[src/rtl/sqrt_arbiter_if.sv]
// Request/response channel bundle between client blocks and the shared sqrt arbiter.
// master = client side, slave = arbiter side.
interface sqrt_arbiter_if #(
  parameter int WIDTH = 8,
  parameter int N     = 4
);
  localparam int IDW = (N > 1) ? $clog2(N) : 1;

  logic [N-1:0]       req_valid;
  logic [N*WIDTH-1:0] req_rad;
  logic [N-1:0]       req_ready;
  logic               resp_valid;
  logic               resp_ready;
  logic [IDW-1:0]     resp_id;
  logic [WIDTH-1:0]   resp_root;
  logic [WIDTH-1:0]   resp_rem;

  modport master (
    output req_valid, req_rad, resp_ready,
    input  req_ready, resp_valid, resp_id, resp_root, resp_rem
  );

  modport slave (
    input  req_valid, req_rad, resp_ready,
    output req_ready, resp_valid, resp_id, resp_root, resp_rem
  );
endinterface

[src/rtl/sqrt_arbiter.sv]
// Round-robin arbiter sharing one iterative integer sqrt unit among N requesters;
// one request in flight at a time, result returned tagged with the requester index.
module sqrt_arbiter #(
  parameter int WIDTH = 8,
  parameter int N     = 4
) (
  input  logic             clk,
  input  logic             rst_n,
  sqrt_arbiter_if.slave    bus,
  output logic             sq_start,
  output logic [WIDTH-1:0] sq_rad,
  input  logic             sq_busy,
  input  logic             sq_valid,
  input  logic [WIDTH-1:0] sq_root,
  input  logic [WIDTH-1:0] sq_rem
);
  localparam int IDW = (N > 1) ? $clog2(N) : 1;

  localparam logic [1:0] S_IDLE  = 2'd0;
  localparam logic [1:0] S_START = 2'd1;
  localparam logic [1:0] S_WAIT  = 2'd2;
  localparam logic [1:0] S_RESP  = 2'd3;

  logic [1:0]       state;
  logic [IDW-1:0]   last_grant;
  logic [IDW-1:0]   grant_idx;
  logic             grant_found;
  logic [IDW:0]     cand;
  logic [WIDTH-1:0] win_rad;
  logic [IDW-1:0]   resp_id_q;
  logic [WIDTH-1:0] resp_root_q;
  logic [WIDTH-1:0] resp_rem_q;

  // Search starts one past the last winner and wraps, so every requester gets a turn.
  always_comb begin
    // NOTE: every variable gets a default before any conditional write, so no latch is inferred.
    grant_idx   = last_grant;
    grant_found = 1'b0;
    cand        = '0;
    for (int off = 1; off <= N; off++) begin
      cand = {1'b0, last_grant} + (IDW+1)'(off);
      if (cand >= (IDW+1)'(N)) cand = cand - (IDW+1)'(N);
      if (!grant_found && bus.req_valid[cand[IDW-1:0]]) begin
        grant_found = 1'b1;
        grant_idx   = cand[IDW-1:0];
      end
    end
  end

  assign win_rad = bus.req_rad[grant_idx*WIDTH +: WIDTH];

  // Ready is offered only in IDLE and never while reset is held.
  assign bus.req_ready  = (state == S_IDLE && rst_n && grant_found) ? (N'(1) << grant_idx) : '0;
  assign bus.resp_valid = (state == S_RESP);
  assign bus.resp_id    = resp_id_q;
  assign bus.resp_root  = resp_root_q;
  assign bus.resp_rem   = resp_rem_q;

  // NOTE: sequential state uses non-blocking assignments so all registers update together.
  always_ff @(posedge clk or negedge rst_n) begin
    if (!rst_n) begin
      state       <= S_IDLE;
      last_grant  <= IDW'(N - 1);
      sq_start    <= 1'b0;
      sq_rad      <= '0;
      resp_id_q   <= '0;
      resp_root_q <= '0;
      resp_rem_q  <= '0;
    end else begin
      sq_start <= 1'b0;
      case (state)
        S_IDLE: begin
          if (grant_found) begin
            state      <= S_START;
            sq_start   <= 1'b1;
            sq_rad     <= win_rad;
            resp_id_q  <= grant_idx;
            last_grant <= grant_idx;
          end
        end
        S_START: state <= S_WAIT;
        S_WAIT: begin
          // The sqrt unit is unreset, so its outputs are trusted only here.
          if (sq_valid && !sq_busy) begin
            resp_root_q <= sq_root;
            resp_rem_q  <= sq_rem;
            state       <= S_RESP;
          end
        end
        S_RESP: begin
          if (bus.resp_ready) state <= S_IDLE;
        end
        default: state <= S_IDLE;
      endcase
    end
  end
endmodule
[src/flat_wrapper.sv]
// flat-port wrapper written by rule: the top's interface ports become plain ports
module sqrt_arbiter_flat 
#(
  parameter int WIDTH = 8,
  parameter int N     = 4
)
  (clk, rst_n, sq_start, sq_rad, sq_busy, sq_valid, sq_root, sq_rem, bus_req_valid, bus_req_rad, bus_resp_ready, bus_req_ready, bus_resp_valid, bus_resp_id, bus_resp_root, bus_resp_rem);
  sqrt_arbiter_if #(.WIDTH(WIDTH), .N(N)) bus_i ();
  input  logic clk;
  input  logic rst_n;
  output logic sq_start;
  output logic [WIDTH-1:0] sq_rad;
  input  logic sq_busy;
  input  logic sq_valid;
  input  logic [WIDTH-1:0] sq_root;
  input  logic [WIDTH-1:0] sq_rem;
  input wire logic [$bits(bus_i.req_valid)-1:0] bus_req_valid;
  input wire logic [$bits(bus_i.req_rad)-1:0] bus_req_rad;
  input wire logic [$bits(bus_i.resp_ready)-1:0] bus_resp_ready;
  output wire logic [$bits(bus_i.req_ready)-1:0] bus_req_ready;
  output wire logic [$bits(bus_i.resp_valid)-1:0] bus_resp_valid;
  output wire logic [$bits(bus_i.resp_id)-1:0] bus_resp_id;
  output wire logic [$bits(bus_i.resp_root)-1:0] bus_resp_root;
  output wire logic [$bits(bus_i.resp_rem)-1:0] bus_resp_rem;
  assign bus_i.req_valid = bus_req_valid;
  assign bus_i.req_rad = bus_req_rad;
  assign bus_i.resp_ready = bus_resp_ready;
  assign bus_req_ready = bus_i.req_ready;
  assign bus_resp_valid = bus_i.resp_valid;
  assign bus_resp_id = bus_i.resp_id;
  assign bus_resp_root = bus_i.resp_root;
  assign bus_resp_rem = bus_i.resp_rem;
  sqrt_arbiter #(.WIDTH(WIDTH), .N(N)) u_core (.clk(clk), .rst_n(rst_n), .bus(bus_i), .sq_start(sq_start), .sq_rad(sq_rad), .sq_busy(sq_busy), .sq_valid(sq_valid), .sq_root(sq_root), .sq_rem(sq_rem));
endmodule
[config.mk]
export PLATFORM = sky130hd
export DESIGN_NAME = sqrt_arbiter_flat
export DESIGN_NICKNAME = d
export VERILOG_FILES = /design/src/rtl/sqrt_arbiter_if.sv /design/src/rtl/sqrt_arbiter.sv /design/src/flat_wrapper.sv
export SDC_FILE = /design/constraint.sdc
export NUM_CORES = 1
export LEC_CHECK = 0
export BUFFER_PORTS_ARGS = -buffer_cell sky130_fd_sc_hd__clkbuf_2
export CELL_PAD_IN_SITES_DETAIL_PLACEMENT = 0
export CELL_PAD_IN_SITES_GLOBAL_PLACEMENT = 2
export CORE_ASPECT_RATIO = 1.4
export CORE_MARGIN = 5
export CORE_UTILIZATION = 28
export DETAILED_ROUTE_END_ITERATION = 8
export PLACE_DENSITY = 0.83
export RECOVER_POWER = 100
export SLEW_MARGIN = 10
export SYNTH_ARGS = -nofsm -noshare
export SYNTH_HDL_FRONTEND = slang
export SYNTH_SLANG_ARGS = --single-unit
[constraint.sdc]
create_clock -name clk -period 4.6 [get_ports clk]
set_clock_uncertainty 0.15 [all_clocks]
set_input_delay 0.46 -clock clk [delete_from_list [all_inputs] [get_ports clk]]
set_output_delay 0.46 -clock clk [all_outputs]
set_load 0.02 [all_outputs]
==> results of run 1 <==
==> layer usage <==
layer	track usage (%)	up-vias
li1	-	679
met1	12.87	681
met2	21.06	67
met3	4.391	6
met4	4.110	0
met5	0	-
==> metrics by stage <==
stage / cell area (um^2) / util [%] / setup slack (ns) / hold WS [ns]
floorplan: 1638 / - / 2.308 / 0.01441
global placement: 2128 / 36.82 / 2.206 / 0.3346
detailed placement: 2128 / 36.82 / 2.208 / 0.3420
CTS: 2228 / 38.55 / 2.043 / 0.1243
global route: 2173 / 37.60 / 1.090 / 0.2556
finish: 2173 / 37.60 / 1.484 / 0.2597
==> kinds of logic after synthesis <==
logic type	synth area share, %
buffers and inverters	3.437
and+or+nand+nor	11.23
muxes	16.58
adders and majority gates	3.056
DFF	47.52
AOI/OAI and AO/OA	18.18
==> synthesized netlist by cell type <==
library cell  instances  area, um^2
dfrtp_1              29       725.7
mux2_2               17       191.4
a211oi_1             14       105.1
mux2i_1               8       80.08
nor2_1                7       26.28
o32ai_1               7       61.31
ha_1                  4       50.05
inv_1                 4       15.01
buf_2                 3       15.01
nand2_1               3       11.26
nand2b_1              3       18.77
a21oi_1               2       10.01
buf_6                 2       22.52
dfstp_2               2       52.55
nor3b_1               2       15.01
o21a_1                2       15.01
o21ai_0               2       10.01
a211oi_2              1       12.51
a21o_1                1       7.510
a22oi_2               1       12.51
and3_4                1       11.26
and3b_1               1       8.760
inv_2                 1       3.750
nand2_2               1       6.260
nand3_2               1       10.01
nand3b_1              1       7.510
nand4_1               1       6.260
nand4_2               1       12.51
nor2b_2               1       8.760
nor2b_4               1       13.76
nor3_1                1       5.000
nor3_2                1       10.01
nor4_2                1       12.51
o211a_1               1       10.01
o21ai_2               1       8.760
o21bai_4              1       18.77
o32a_1                1       10.01
o32ai_2               1       16.27
==> worst reg2reg max path, delay by kind of cell, from the launching register on <==
kind            cells  cell delay, ns
simple gates        2            0.66
buf+inv             2            0.54
compound gates      2            0.50
flops               1            0.40
fa+ha+maj           1            0.17
==> sequential cells by signal, indices dropped and copies added, names as in the netlist <==
signal,cells
u_core.bus.resp_id,2
u_core.bus.resp_rem,8
u_core.bus.resp_root,8
u_core.last_grant,2
u_core.sq_rad,8
u_core.sq_start,1
u_core.state,2
==> worst min-delay path by stage <==
stage | from | endpoint | slack, ns | cells past startpoint
after floorplan | rst_n | u_core.bus.resp_id[0] | 0.01 | 0
after global placement | u_core.bus.resp_id[0] | u_core.bus.resp_id[0] | 0.33 | 2
after detailed placement | u_core.bus.resp_rem[2] | u_core.bus.resp_rem[2] | 0.34 | 1
after CTS | rst_n | u_core.sq_rad[4] | 0.12 | 1
after global routing | sq_root[5] | u_core.bus.resp_root[5] | 0.26 | 2
final | sq_rem[4] | u_core.bus.resp_rem[4] | 0.26 | 2
==> power breakdown <==
part,internal [mW],switching [mW],total (mW)
sequential,0.422,0.0896,0.511
combinational,0.287,0.476,0.763
clock,0.136,0.0975,0.234
==> final cells by class <==
class	count	area share, %
multi-input cells	91	36.33
flip-flops and latches	31	35.81
repair buffers	88	18.37
clock buffers	8	4.606
well taps	70	4.030
inverters	5	0.8636
==> impl_metrics.yaml, run 1 <==
pwr:
  ir_drop_v: 0.0002641
  p_leak_nw: 0.9815
  p_per_area_nw_per_um2: 694.0
  finalPower_mw: 1.508
setup_path:
  r2r-end: "u_core.sq_rad[0]"
  r2r-start: "u_core.state[0]"
  path_delay_family: "buffers and inverters"
  endpoint: "bus_req_ready[0]"
  cp-start-kind: "input pin"
  worstPathMaxFanout: 32
  endpoint_kind: "output port"
  slowest_delay_ns: 1.21
  path_cells: "clkbuf_1 -> nand2_1 -> nor3b_1 -> clkbuf_1"
  crit_arrival_ns: 2.51
  critPathKind: "input pin to output port"
  r2r_setup_slack_ns: 2.03
  crit_path_frequent_cell: "clkbuf_1"
  critPathRequiredTime_ns: 3.99
  crit_slowest_cell: "clkbuf_1"
  path_buf_inv: 2
  cp.depth: 4
  setup.worst_path.start: "rst_n"
  reg2regPathDepth: 7
layout:
  nNetsFinal: 283
  area_delta_synth_final_pct: 32.70
  drive_gt1_share_pct: 40.81
  num_antenna_cells: 0
  multi_input_area_um2: 789.5
  ff_latch_area_um2: 778.2
  layout.cells.non_filler: 293
  final_cell_mix: "clkbuf_2 (55), clkbuf_1 (34), dfrtp_1 (29), mux2_2 (17), a211oi_1 (15)"
  fillers: 612
  final_common_cell: "clkbuf_2"
sta:
  hold_viol: 0
  fmax_mhz: 320.9
  period_share_pct: 67.74
  setup-violations-final: 0
  final.setup.tns_ns: 0
  fin_crit_ns: 3.116
  rsz0062_at_grt: "no"
  relSlewSlack_pct: -13.90
  worst_slew_pin_slew_ns: 1.708
  slew_viol_final: 33
routing:
  vias: 1433
  detail-route-antenna-nets: 0
  dr_wl_met2_um: 2327
  route.met3.wl_um: 499
  wl_um: 4544
  top_layer: "met4"
  via_per_inst: 4.891
  wl_per_cell_um: 15.51
  drc: 0
  met1_length_um: 1661
  first_iter_violations: 36
  drtPass1Iterations: 3
clock_network:
  ctsHoldBuffers: 0
  cts_buffers: 5
  clock_latency_ns: 0.27
  clockBufferDepth: 2
  root_buffer: "clkbuf_8"
  postCtsSetupRepairBufs: 0
  cts_tree: "done"
  htree_levels: 2
  ctsResizeCount: 0
  clock_sinks: 31
  cts.clk_slew.worst_paths_ns: 0.07
global_route:
  antenna_found_initial: 0
  grt-ovfl-total: 0
  grt_max_degree: 33
  grt_pass1_wl_um: 6920
  track_usage_pct: 11.95
  grt_pass1_vias: 1465
synthesis:
  synth_cell_types: 38
  netlist_instances: 132
  ys_seq_elements: 31
  syn_area_per_cell_um2: 12.41
  syn_nets: 193
  netlist_area_um2: 1638
  seq_area_frac_synth_pct: 47.52
  synth.yosys.warnings: 0
place:
  gp_congestion: 0.8071
  dpl.cell_count: 285
  port-buffer-count: 88
  place_hpwl_um: 3613
die:
  die_area_um2: 7501
  die_w_um: 74.64
  rows: 33
  start_util_pct: 28.33
  core_um2: 5781
  io_pins: 89
  die_h_um: 100.5
worst_hold_path:
  hold_class: "input pin to flip-flop"
status:
  violations: "max-capacitance violations, max-slew violations"
  status: "complete, but fails checks"
job:
  maxCapViolCount: 1
No activity file was read; power rests on OpenSTA's default activity.
==> run 2, diff against run 1 <==
--- a/config.mk
+++ b/config.mk
@@ -5,14 +5,15 @@
 export SDC_FILE = /design/constraint.sdc
 export NUM_CORES = 1
 export LEC_CHECK = 0
+export ABC_AREA = 1
 export BUFFER_PORTS_ARGS = -buffer_cell sky130_fd_sc_hd__clkbuf_2
 export CELL_PAD_IN_SITES_DETAIL_PLACEMENT = 0
 export CELL_PAD_IN_SITES_GLOBAL_PLACEMENT = 2
 export CORE_ASPECT_RATIO = 1.4
 export CORE_MARGIN = 5
-export CORE_UTILIZATION = 28
+export CORE_UTILIZATION = 25
 export DETAILED_ROUTE_END_ITERATION = 8
-export PLACE_DENSITY = 0.83
+export PLACE_DENSITY = 0.79
 export RECOVER_POWER = 100
 export SLEW_MARGIN = 10
 export SYNTH_ARGS = -nofsm -noshare
==> constraint.sdc (replaced) <==
create_clock -name clk -period 3.01 [get_ports clk]
set_clock_uncertainty 0.15 [all_clocks]
set_input_delay 0.301 -clock clk [delete_from_list [all_inputs] [get_ports clk]]
set_output_delay 0.301 -clock clk [all_outputs]
set_load 0.02 [all_outputs]
==> run 2 against run 1 <==
  * The flow now finishes without violations
  * First-iteration DRC count rose by 150%
  * Power is 120% higher
  * Via count up 28%
  * Clock power is 80% higher
  * Cell area increased by 17%
  * Area after synthesis up 17%
  * Hold slack lost 0.16 ns
  * Largest power group unchanged
==> impl_metrics.yaml, run 2 <==
status:
  status: "complete, no violations"
synthesis:
  synth_cell_types: 21
  yosys-top-cells-count: "nand2_1 (81), nand3_1 (40), dfrtp_1 (29), inv_1 (22), mux2_2 (16)"
  ys_async_sr_fraction_pct: 100.0
  synth_top_cell_by_area: "dfrtp_1"
  netlist_instances: 237
  synth.most_common_cell: "nand2_1"
  syn_nets: 298
  syn_area_per_cell_um2: 8.088
  synth.top_cell.area_share_pct: 37.86
  ys_seq_elements: 31
  netlist_area_um2: 1917
  ys_top_cells_by_area: "dfrtp_1 (38%), nand2_1 (16%), nand3_1 (10%), mux2_2 (9.4%), inv_1 (4.3%)"
  seq_area_frac_synth_pct: 40.60
  synth.yosys.warnings: 0
  synth_edf_count: 0
  ys.flop_type: "dfrtp_1"
clock_network:
  postCtsSetupRepairBufs: 0
  cts_buffers: 5
  root_buffer: "clkbuf_8"
  cts_tree: "done"
  clockBufferDepth: 2
  clock_latency_ns: 0.28
  htree_levels: 2
  cts.clk_slew.worst_paths_ns: 0.07
  clock_sinks: 31
sta:
  hold_viol: 0
  relSlewSlack_pct: 19.66
  rsz0062_at_grt: "no"
  period_share_pct: 90.63
  worst_slew_pin_slew_ns: 1.205
  fmax_mhz: 366.6
  slew_viol_final: 0
  final.setup.tns_ns: 0
  setup-violations-final: 0
  fin_crit_ns: 2.728
global_route:
  antenna_found_initial: 0
  grt-ovfl-total: 0
  grt_pass1_wl_um: 9273
  grt_max_degree: 24
  grt_pass1_vias: 1935
  track_usage_pct: 11.77
pwr:
  p_per_area_nw_per_um2: 1279
  pwr-share-seq_pct: 24.2
  clockPowerShare_pct: 13.0
  p_sw_share_pct: 51.49
  p_int_mw: 1.580
  ir_drop_v: 0.0005241
  p_leak_nw: 1.373
  combPwrFrac_pct: 62.8
  p_sw_mw: 1.677
job:
  maxCapViolCount: 0
die:
  start_util_pct: 25.88
  io_pins: 89
  die_area_um2: 9543
  rows: 37
  core_um2: 7407
  die_h_um: 113.6
  die_w_um: 84.01
routing:
  wl_um: 5316
  drtPass1Iterations: 4
  detail-route-antenna-nets: 0
  vias: 1841
  via_per_inst: 4.291
  first_iter_violations: 89
  drc: 0
  wl_per_cell_um: 12.39
setup_path:
  worstPathMaxFanout: 10
  slowest_delay_ns: 0.71
  path_buf_inv: 3
  crit_arrival_ns: 2.28
  path_delay_family: "simple AND/OR/NAND/NOR gates"
  critPathRequiredTime_ns: 2.56
  cp-start-kind: "flip-flop"
  critPathKind: "flip-flop to output port"
  endpoint_kind: "output port"
  path_cells: "inv_8 -> nand2_1 -> nand2_1 -> nand2_1 -> nand2_4 -> inv_4 -> nand3_4 -> nand2_4 -> nand3_1 -> nor2_1 -> clkbuf_1"
  crit_slowest_cell: "dfstp_4"
  crit_path_frequent_cell: "nand2_1"
worst_hold_path:
  hold_class: "input pin to flip-flop"
layout:
  multi_input_area_um2: 989.7
  nNetsFinal: 392
  num_antenna_cells: 0
  layout.cells.non_filler: 429
  drive_gt1_share_pct: 32.23
  ff_latch_area_um2: 782.0
  final_common_cell: "nand2_1"
  fillers: 858
  area_delta_synth_final_pct: 32.83
  final_cell_mix: "nand2_1 (82), clkbuf_2 (58), nand3_1 (40), clkbuf_1 (32), dfrtp_1 (29)"
place:
  gp_congestion: 0.7461
  dpl.cell_count: 420
  place_hpwl_um: 4469
  port-buffer-count: 88
[run 2: cell count changes in the layout (fill, tap and decap cells not counted), sizes merged, moves of 3 or more]
cell and delta:
a211oi -15, nand2 +92, o32ai -8, nand2b -3
nand3 +42, inv +21, mux2i -8
[run 2: layout make-up]
cell class                      count  area share (%)
Sequential cell                    31           30.71
Clock buffer                        6           3.243
Multi-Input combinational cell    175           38.87
Tap cell                           97           4.767
Inverter                           26           4.226
Timing Repair Buffer               92           16.81
Clock inverter                      2           1.376
[run 2: final timing paths]
check | start | endpoint | slack (ns) | cells past startpoint
setup / recovery | u_core.last_grant[0] | bus_req_ready[3] | 0.28 | 11
hold / removal | sq_root[0] | u_core.bus.resp_root[0] | 0.1 | 2
setup reg to reg | u_core.last_grant[0] | u_core.last_grant[0] | 0.80 | 9
hold reg to reg | u_core.sq_rad[2] | u_core.sq_rad[2] | 0.34 | 2
max in group asynchronous | rst_n | u_core.bus.resp_rem[0] | 1.04 | 3
min in group asynchronous | rst_n | u_core.sq_rad[6] | 0.28 | 2
[run 2: worst reg2reg max path, delay by kind of cell (launching register included)]
family | cells | cell delay (ns)
compound gates | 1 | 0.10
buf+inv | 2 | 0.51
simple gates | 6 | 0.66
flops | 1 | 0.71
[run 2: per-layer routing]
metal	share of wire (%)	global-route usage, %	vias up	routed length [um]
met5	0	0	-	0
met4	1.4	3.863	0	75
met3	8.9	4.046	6	475
met2	47	18.91	67	2505
met1	43	14.81	823	2260
li1	-	-	945	-
[run 2: metrics by stage]
stage	total power, mW	area (um^2)	setup WS [ns]	utilization (%)	hold slack [ns]
5_1_grt	3.633	2546	0.05255	34.38	0.08414
6_report	3.257	2546	0.2821	34.38	0.09700
4_1_cts	3.383	2592	0.2287	35.00	0.08459
2_1_floorplan	2.404	1917	0.8108	-	-0.1446
3_5_place_dp	2.945	2465	0.5409	33.28	0.04101
3_3_place_gp	2.945	2465	0.5809	33.28	0.03674
[run 2: kinds of logic (layout without fill, tap and decap cells)]
group | count (synthesis) | count (layout) | synth area share, %
AO/OA/AOI/OAI | 7 | 7 | 2.219
flip-flops | 31 | 31 | 40.60
AND/OR/NAND/NOR | 148 | 148 | 37.53
multiplexers | 16 | 16 | 9.399
adder cells (fa/ha/maj) | 4 | 4 | 2.611
buffers and inverters | 31 | 126 | 7.637
[run 2: repair_timing]
action,CTS,global route
endpoints found under the hold margin,8,0
setup endpoints to repair,0,1
gates resized for setup,0,1
hold buffers,1,0
[run 2: power by group through the flow]
stage | logic, mW | clock network, mW | registers [mW]
floorplan | 1.43 | 0 | 0.972
global placement | 2.16 | 0 | 0.788
detailed placement | 2.15 | 0 | 0.794
CTS | 2.16 | 0.436 | 0.789
global route | 2.35 | 0.456 | 0.823
finish | 2.05 | 0.422 | 0.788
==> run 3, diff against run 2 <==
--- a/config.mk
+++ b/config.mk
@@ -5,16 +5,14 @@
 export SDC_FILE = /design/constraint.sdc
 export NUM_CORES = 1
 export LEC_CHECK = 0
-export ABC_AREA = 1
 export BUFFER_PORTS_ARGS = -buffer_cell sky130_fd_sc_hd__clkbuf_2
 export CELL_PAD_IN_SITES_DETAIL_PLACEMENT = 0
 export CELL_PAD_IN_SITES_GLOBAL_PLACEMENT = 2
 export CORE_ASPECT_RATIO = 1.4
 export CORE_MARGIN = 5
-export CORE_UTILIZATION = 25
+export CORE_UTILIZATION = 26
 export DETAILED_ROUTE_END_ITERATION = 8
-export PLACE_DENSITY = 0.79
-export RECOVER_POWER = 100
+export PLACE_DENSITY = 0.78
 export SLEW_MARGIN = 10
 export SYNTH_ARGS = -nofsm -noshare
 export SYNTH_HDL_FRONTEND = slang
==> run 3 against run 2 <==
  * Die area decreased by 16%
  * Hold slack improved by 0.0048 ns
  * Global-route usage about the same
  * Sequential power decreased by 2%
  * Core utilization increased by 2.2 points
  * Final cell count decreased by 31%
  * Via count decreased by 21%
  * Worst setup slack improved by 0.39 ns
  * Sequential share of layout area increased by 3.8 points
  * Combinational power decreased by 40%
  * First-iteration DRC count decreased by 24%
  * Largest power group unchanged
==> impl_metrics.yaml, run 3 (same netlist as run 1, synthesis figures left out) <==
clock_network:
  clock_latency_ns: 0.27
  root_buffer: "clkbuf_8"
  clockBufferDepth: 2
  cts_buffers: 5
  cts_tree: "done"
  postCtsSetupRepairBufs: 0
  cts.clk_slew.worst_paths_ns: 0.06
  ctsResizeCount: 0
  clock_sinks: 31
  ctsHoldBuffers: 1
  htree_levels: 2
setup_path:
  endpoint_kind: "output port"
  critPathKind: "flip-flop to output port"
  worstPathMaxFanout: 16
  cp-start-kind: "flip-flop"
  r2r-end: "u_core.sq_rad[1]"
  r2r_setup_slack_ns: 0.92
  critPathRequiredTime_ns: 2.56
  r2r-start: "u_core.state[0]"
  endpoint: "bus_req_ready[0]"
  crit_arrival_ns: 1.89
  reg2regPathDepth: 7
  setup.worst_path.start: "u_core.state[0]"
layout:
  fillers: 633
  final_common_cell: "clkbuf_2"
  final_cell_mix: "clkbuf_2 (88), dfrtp_1 (29), mux2_2 (17), a211oi_1 (14), mux2i_1 (8)"
  nNetsFinal: 286
  num_antenna_cells: 0
  area_delta_synth_final_pct: 37.74
  drive_gt1_share_pct: 57.52
pwr:
  p_leak_nw: 1.096
  p_per_area_nw_per_um2: 1048
  ir_drop_v: 0.0005065
  finalPower_mw: 2.364
global_route:
  grt_max_degree: 32
  grt_pass1_wl_um: 7679
  grt-ovfl-total: 0
  grt_pass1_vias: 1544
  antenna_found_initial: 0
  track_usage_pct: 11.75
routing:
  drc: 0
  wl_per_cell_um: 15.39
  drtPass1Iterations: 4
  first_iter_violations: 68
  wl_um: 4586
  via_per_inst: 4.879
  vias: 1454
  detail-route-antenna-nets: 0
sta:
  relSlewSlack_pct: 46.11
  rsz0062_at_grt: "no"
  final.setup.tns_ns: 0
  hold_slack_ns: 0.1018
  fin_crit_ns: 2.337
  worst_slew_pin_slew_ns: 0.8060
  fmax_mhz: 427.9
  setup-violations-final: 0
  hold_viol: 0
  fin_ws_ns: 0.6730
  slew_viol_final: 0
  period_share_pct: 77.64
die:
  start_util_pct: 26.55
  rows: 34
  die_h_um: 103.9
  die_w_um: 77.08
  core_um2: 6168
  io_pins: 89
  die_area_um2: 8009
job:
  maxCapViolCount: 0
place:
  pre_cts_slack_ns: 0.8787
  gp_congestion: 0.7255
  place_hpwl_um: 3585
  port-buffer-count: 88
status:
  status: "complete, no violations"
worst_hold_path:
  hp-start: "sq_rem[7]"
  hold_class: "input pin to flip-flop"
[run 3: routing by layer]
metal  vias to the layer above  global-route usage [%]  share of wire (%)  wire [um]
met2                        82                   19.87                 50       2278
met5                         -                       0                  0          0
met1                       687                   13.54                 38       1764
met3                         2                   3.466                 11        489
li1                        683                       -                  -          -
met4                         0                   5.160                1.2         54
[run 3: final cells by class]
| type | count | area, um^2 | share of cell area [%] |
|---|---|---|---|
| inverters | 5 | 18.77 | 0.8319 |
| repair buffers | 91 | 465.4 | 20.63 |
| flip-flops and latches | 31 | 778.2 | 34.50 |
| multi-input cells | 91 | 803.3 | 35.61 |
| well taps | 72 | 90.09 | 3.993 |
| clock buffers | 8 | 100.1 | 4.437 |
[run 3: worst min path at each step]
stage	endpoint	cells after the start	slack, ns
final	u_core.bus.resp_rem[7]	2	0.10
after global routing	u_core.bus.resp_rem[5]	2	0.09
after CTS	u_core.bus.resp_rem[5]	2	0.09
after detailed placement	u_core.sq_rad[6]	2	0.25
after global placement	u_core.sq_rad[6]	2	0.26
after floorplan	u_core.bus.resp_id[0]	0	-0.14
[run 3: power by group]
group | switching (mW) | internal [mW] | total [mW] | leakage [nW]
clock network | 0.148 | 0.209 | 0.357 | 0.0515
registers | 0.132 | 0.644 | 0.776 | 0.360
logic | 0.729 | 0.502 | 1.23 | 0.685
[run 3: through the flow]
step,std cells,instance area [um^2],util (%)
final,298,2256,36.57
after global routing,298,2256,36.57
after detailed placement,289,2146,34.79
after floorplan,132,1638,-
after CTS,298,2256,36.57
after global placement,289,2146,34.79
[run 3: critical path: stages, from the launching register on]
cell and delay [ns]:
dfrtp_1 0.40, inv_1 0.11, ha_1 0.17, nand2b_1 0.10, inv_2 0.26, nand2_1 0.16
nor3b_1 0.21, clkbuf_2 0.20
